===== src/rtl/sent_tx_crc_engine.sv =====
// sent_tx_crc_engine: bit-serial SAE J2716 CRC4 / CRC6 engine for the SENT transmitter.
// One message bit per cycle is folded into a shared 6-bit remainder register.
module sent_tx_crc_engine #(
   parameter int MAX_NIBBLES = 6,
   parameter int DATA_W      = 4*MAX_NIBBLES,
   parameter int CNT_W       = $clog2(MAX_NIBBLES+1)
) (
   input  logic              clk,
   input  logic              reset,
   input  logic              start,
   input  logic              mode,
   input  logic              legacy,
   input  logic [CNT_W-1:0]  num_nibbles,
   input  logic [DATA_W-1:0] data_in,
   output logic              busy,
   output logic              done,
   output logic [5:0]        crc_out,
   output logic              err
);

   localparam int BW = $clog2(4*MAX_NIBBLES+7);

   localparam logic [3:0]       POLY4 = 4'b1101;
   localparam logic [3:0]       SEED4 = 4'b0101;
   localparam logic [5:0]       POLY6 = 6'b011001;
   localparam logic [5:0]       SEED6 = 6'b010101;
   localparam logic [CNT_W-1:0] MAXN  = CNT_W'(MAX_NIBBLES);

   typedef enum logic [1:0] {
      IDLE,
      SHIFT,
      DONE
   } state_t;

   state_t            state;
   state_t            state_nx;
   logic              mode_q;
   logic [DATA_W-1:0] sreg;
   logic [5:0]        rem;
   logic [5:0]        rem_nx;
   logic [BW-1:0]     cnt;
   logic [BW-1:0]     len;
   logic [DATA_W-1:0] keep;
   logic              err_q;
   logic              window;
   logic              req_ok;
   logic              accept;
   logic              reject;
   logic              last;
   logic              bit_in;

   always_comb begin
      window = (state != SHIFT);
      req_ok = mode || ((num_nibbles != '0) && (num_nibbles <= MAXN));
      accept = start && window && req_ok;
      reject = start && window && !req_ok;
      last   = (cnt == BW'(1));
      bit_in = sreg[DATA_W-1];
   end

   // Message length and data mask; bits beyond the payload must shift in as zeros.
   always_comb begin
      len  = '0;
      keep = '0;
      if (mode) begin
         len  = BW'(30);
         keep = ~({DATA_W{1'b1}} >> 24);
      end else begin
         len  = BW'({num_nibbles, 2'b00}) + (legacy ? BW'(0) : BW'(4));
         keep = ~({DATA_W{1'b1}} >> {num_nibbles, 2'b00});
      end
   end

   always_comb begin
      rem_nx = '0;
      if (mode_q) begin
         rem_nx = {rem[4:0], bit_in} ^ (rem[5] ? POLY6 : 6'b0);
      end else begin
         rem_nx = {2'b00, {rem[2:0], bit_in} ^ (rem[3] ? POLY4 : 4'b0)};
      end
   end

   always_comb begin
      state_nx = state;
      case (state)
         IDLE:    state_nx = accept ? SHIFT : IDLE;
         SHIFT:   state_nx = last ? DONE : SHIFT;
         DONE:    state_nx = accept ? SHIFT : IDLE;
         default: state_nx = IDLE;
      endcase
   end

   always_ff @(posedge clk) begin
      if (reset) begin
         state   <= IDLE;
         mode_q  <= 1'b0;
         sreg    <= '0;
         rem     <= '0;
         cnt     <= '0;
         crc_out <= '0;
         err_q   <= 1'b0;
      end else begin
         state <= state_nx;
         err_q <= reject;
         if (accept) begin
            mode_q <= mode;
            sreg   <= data_in & keep;
            rem    <= mode ? SEED6 : {2'b00, SEED4};
            cnt    <= len;
         end else if (state == SHIFT) begin
            sreg <= sreg << 1;
            rem  <= rem_nx;
            cnt  <= cnt - BW'(1);
            if (last) begin
               crc_out <= rem_nx;
            end
         end
      end
   end

   assign busy = (state == SHIFT);
   assign done = (state == DONE);
   assign err  = err_q;

endmodule


===== config.mk =====
export PLATFORM = sky130hd
export DESIGN_NAME = sent_tx_crc_engine
export DESIGN_NICKNAME = d
export VERILOG_FILES = /design/src/rtl/sent_tx_crc_engine.sv
export SDC_FILE = /design/constraint.sdc
export NUM_CORES = 1
export LEC_CHECK = 0
export CORE_MARGIN = 5
export CORE_UTILIZATION = 46
export DETAILED_ROUTE_END_ITERATION = 12
export PLACE_DENSITY = 0.75
export SYNTH_ARGS = -nofsm -noshare
export SYNTH_HDL_FRONTEND = slang
export SYNTH_SLANG_ARGS = --single-unit

===== constraint.sdc =====
create_clock -name clk -period 1.8 [get_ports clk]
set_clock_uncertainty 0.15 [all_clocks]
set_input_delay 0.36 -clock clk [delete_from_list [all_inputs] [get_ports clk]]
set_output_delay 0.36 -clock clk [all_outputs]
set_load 0.05 [all_outputs]

==> flow_summary.yaml <==
power_and_ir_drop:
  seqPwrFrac: 0.463
  internal_power_mw: 1.74
  switching_share: 0.281
  p_per_area_nw_per_um2: 818
  combPwrFrac: 0.249
  leakage_nw: 1.16
  p_sw_mw: 0.680
  peakVddDrop_uv: 581
  pwr-share-clk: 0.288
detailed_routing:
  vias: 1986
  dr.pass1.iters: 4
  detail-route-antenna-nets: 0
  totalWireLength_um: 5450
  wl_per_cell_um: 15.1
  dr.first_iter.drc_count: 101
  route.detailed.vias_per_inst: 5.50
  drc: 0
synthesis:
  synth_edf_count: 0
  synth.area.top_cells: "dfxtp_1 42%, nand2_1 6.7%, a21oi_1 5.7%"
  synth_cell_types: 41
  synth_top_area_share: 0.425
  netlist_instances: 245
  ys_top_cells_by_count: "45 x dfxtp_1, 38 x nand2_1, 24 x a21oi_1"
  ys_ff_latch: 45
  yosys.area.top_type: "dfxtp_1"
  ys.flop_type: "dfxtp_1"
  ys_seq_area_frac: 0.425
  synthArstFlopShare: 0
  yosysMostFrequentCell: "dfxtp_1"
  syn_avg_cell_area_sq_um: 8.66
  synthesis.nets: 281
  syn_area_sq_um: 2120
  yosysWarningCount: 0
finish:
  layoutNonFillerInstCount: 361
  fin_nets: 344
  fin_area_sq_um: 2960
  num-fill-cells: 362
  antenna_cells: 0
  area_delta_synth_final_pct: 39.6
  drive_gt1_frac: 0.214
place:
  io_buffer_count: 40
  pre_cts_ws_ns: -0.439
  placed_cell_area_sq_um: 2690
  placed_cells: 344
  dp_hpwl_um: 3540
  routabilityCongestion: 0.789
clock_tree:
  cts.sinks: 45
  htree_levels: 2
  clock_path_buffers: 2
  cts_root_buf: "clkbuf_8"
  cts_inserted_buffers: 5
  ctsHoldBuffers: 0
  clk_latency_ns: 0.31
  clk_pin_slew_worst_paths_ns: 0.09
  cts_tree: "yes"
sta:
  holdWs_ns: 0.283
  relSlewSlack: 0.775
  max_freq_mhz: 577
  final_hold_viol_count: 0
  layout_setup_ws_ns: 0.0673
  slew_viol_final: 0
  tightest_slew_ns: 0.338
  fin_crit_sh: 0.963
  setup_tns_ns: 0
  finalCriticalPeriod_ns: 1.73
  setup_viol: 0
worst_setup_path:
  required_ns: 1.89
  end_kind: "flop"
  arrival_ns: 1.82
  crit_path_start_kind: "input pin"
  cp_max_fo: 5
  critical_path_class: "input pin to flop"
global_route:
  overflow: 0
  grt_max_degree: 22
  antenna_found_initial: 0
  grt_pass1_wl_um: 9090
  grt_pass1_vias: 1940
  grtUsageTotal: 0.184
floorplan:
  start_util: 0.481
  die_width_um: 77.9
  die_h_um: 77.9
  ios: 41
  die-area_sq_um: 6070
  core_sq_um: 4410
  rows: 24
outcome:
  status: "finished, final reports clean"
min_path:
  holdCritPathClass: "input pin to flop"
flow_run:
  cap_violations: 0
logic make-up after synthesis:
| family | count (synthesis) | share of synthesized area |
|---|---|---|
| adders and majority gates | 4 | 0.0236 |
| DFF | 45 | 0.425 |
| muxes | 2 | 0.00943 |
| xor gates and xnor gates | 8 | 0.0330 |
| buffers and inverters | 23 | 0.0708 |
| AOI/OAI and AO/OA | 63 | 0.209 |
| and+or+nand+nor | 100 | 0.230 |
final cells by class:
cell class,instances,area [sq um],area share
timing repair buffer,75,778,0.263
clock buffer,7,96.3,0.0325
inverter,4,17.5,0.00591
tap,52,65.1,0.0220
clock inverter,1,5.00,0.00169
multi-input combinational,177,1100,0.371
sequential,45,902,0.305
flip-flops by register name, indices dropped and copies added, names as in the netlist:
| signal | flops |
|---|---|
| sreg | 24 |
| crc_out | 6 |
| rem | 6 |
| cnt | 5 |
| state | 2 |
| err | 1 |
| mode_q | 1 |
final timing paths:
check                               startpoint  endpoint  slack [ns]  cells past startpoint
worst min-delay path            num_nibbles[2]       err        0.28                      3
worst min register to register        sreg[20]  sreg[20]        0.31                      2
worst max-delay path            num_nibbles[0]   sreg[9]        0.07                      7
worst max register to register        state[1]   sreg[5]        0.20                      7
cell usage in the layout (no fill, tap or decap), drive strengths merged, types with 2 or more instances in the layout:
cell	instances
dfxtp	45
buf	43
nand2	38
clkdlybuf4s50	26
a21oi	24
nor2	17
nand3	14
nor3	9
a31oi	9
clkbuf	9
a32oi	8
a211oi	6
a22oi	5
and2	4
xor2	4
xnor2	4
a221o	4
ha	4
inv	4
nor2b	3
nand2b	3
o21ai	2
mux2i	2
nand4	2
and3b	2
nor3b	2
critical path, cell delays in order:
cell and delay (ns):
clkdlybuf4s15_1 0.19, or4_4 0.54, a31oi_4 0.27, buf_6 0.14, buf_12 0.09, nand2_1 0.05, a31oi_1 0.17
power groups by stage:
stage / Clock (mW) / Combinational (mW) / Sequential [mW]
after CTS: 0.712 / 0.592 / 1.12
after global placement: 0 / 0.497 / 1.14
final: 0.697 / 0.604 / 1.12
after global routing: 0.764 / 0.654 / 1.13
after floorplan: 0 / 0.310 / 1.13
after detailed placement: 0 / 0.506 / 1.14
repair_timing:
| item | 4_1_cts | 5_1_grt |
|---|---|---|
| gates cloned | 3 | 0 |
| pin swaps | 5 | 4 |
| gates resized for setup | 12 | 13 |
| buffers inserted | 5 | 1 |
| hold endpoints to repair | 0 | 0 |
| setup endpoints to repair | 34 | 20 |
per-stage QoR:
stage	power [mW]	util
after floorplan	1.44	-
after global placement	1.63	0.610
after detailed placement	1.64	0.610
after CTS	2.42	0.667
after global routing	2.55	0.671
final	2.42	0.671
layer usage:
metal,share of wire,track usage
met5,0,0
met1,0.44,0.226
met4,0.015,0.0625
met2,0.49,0.304
met3,0.052,0.0602
Note: power is estimated with default switching activity, not from simulation.
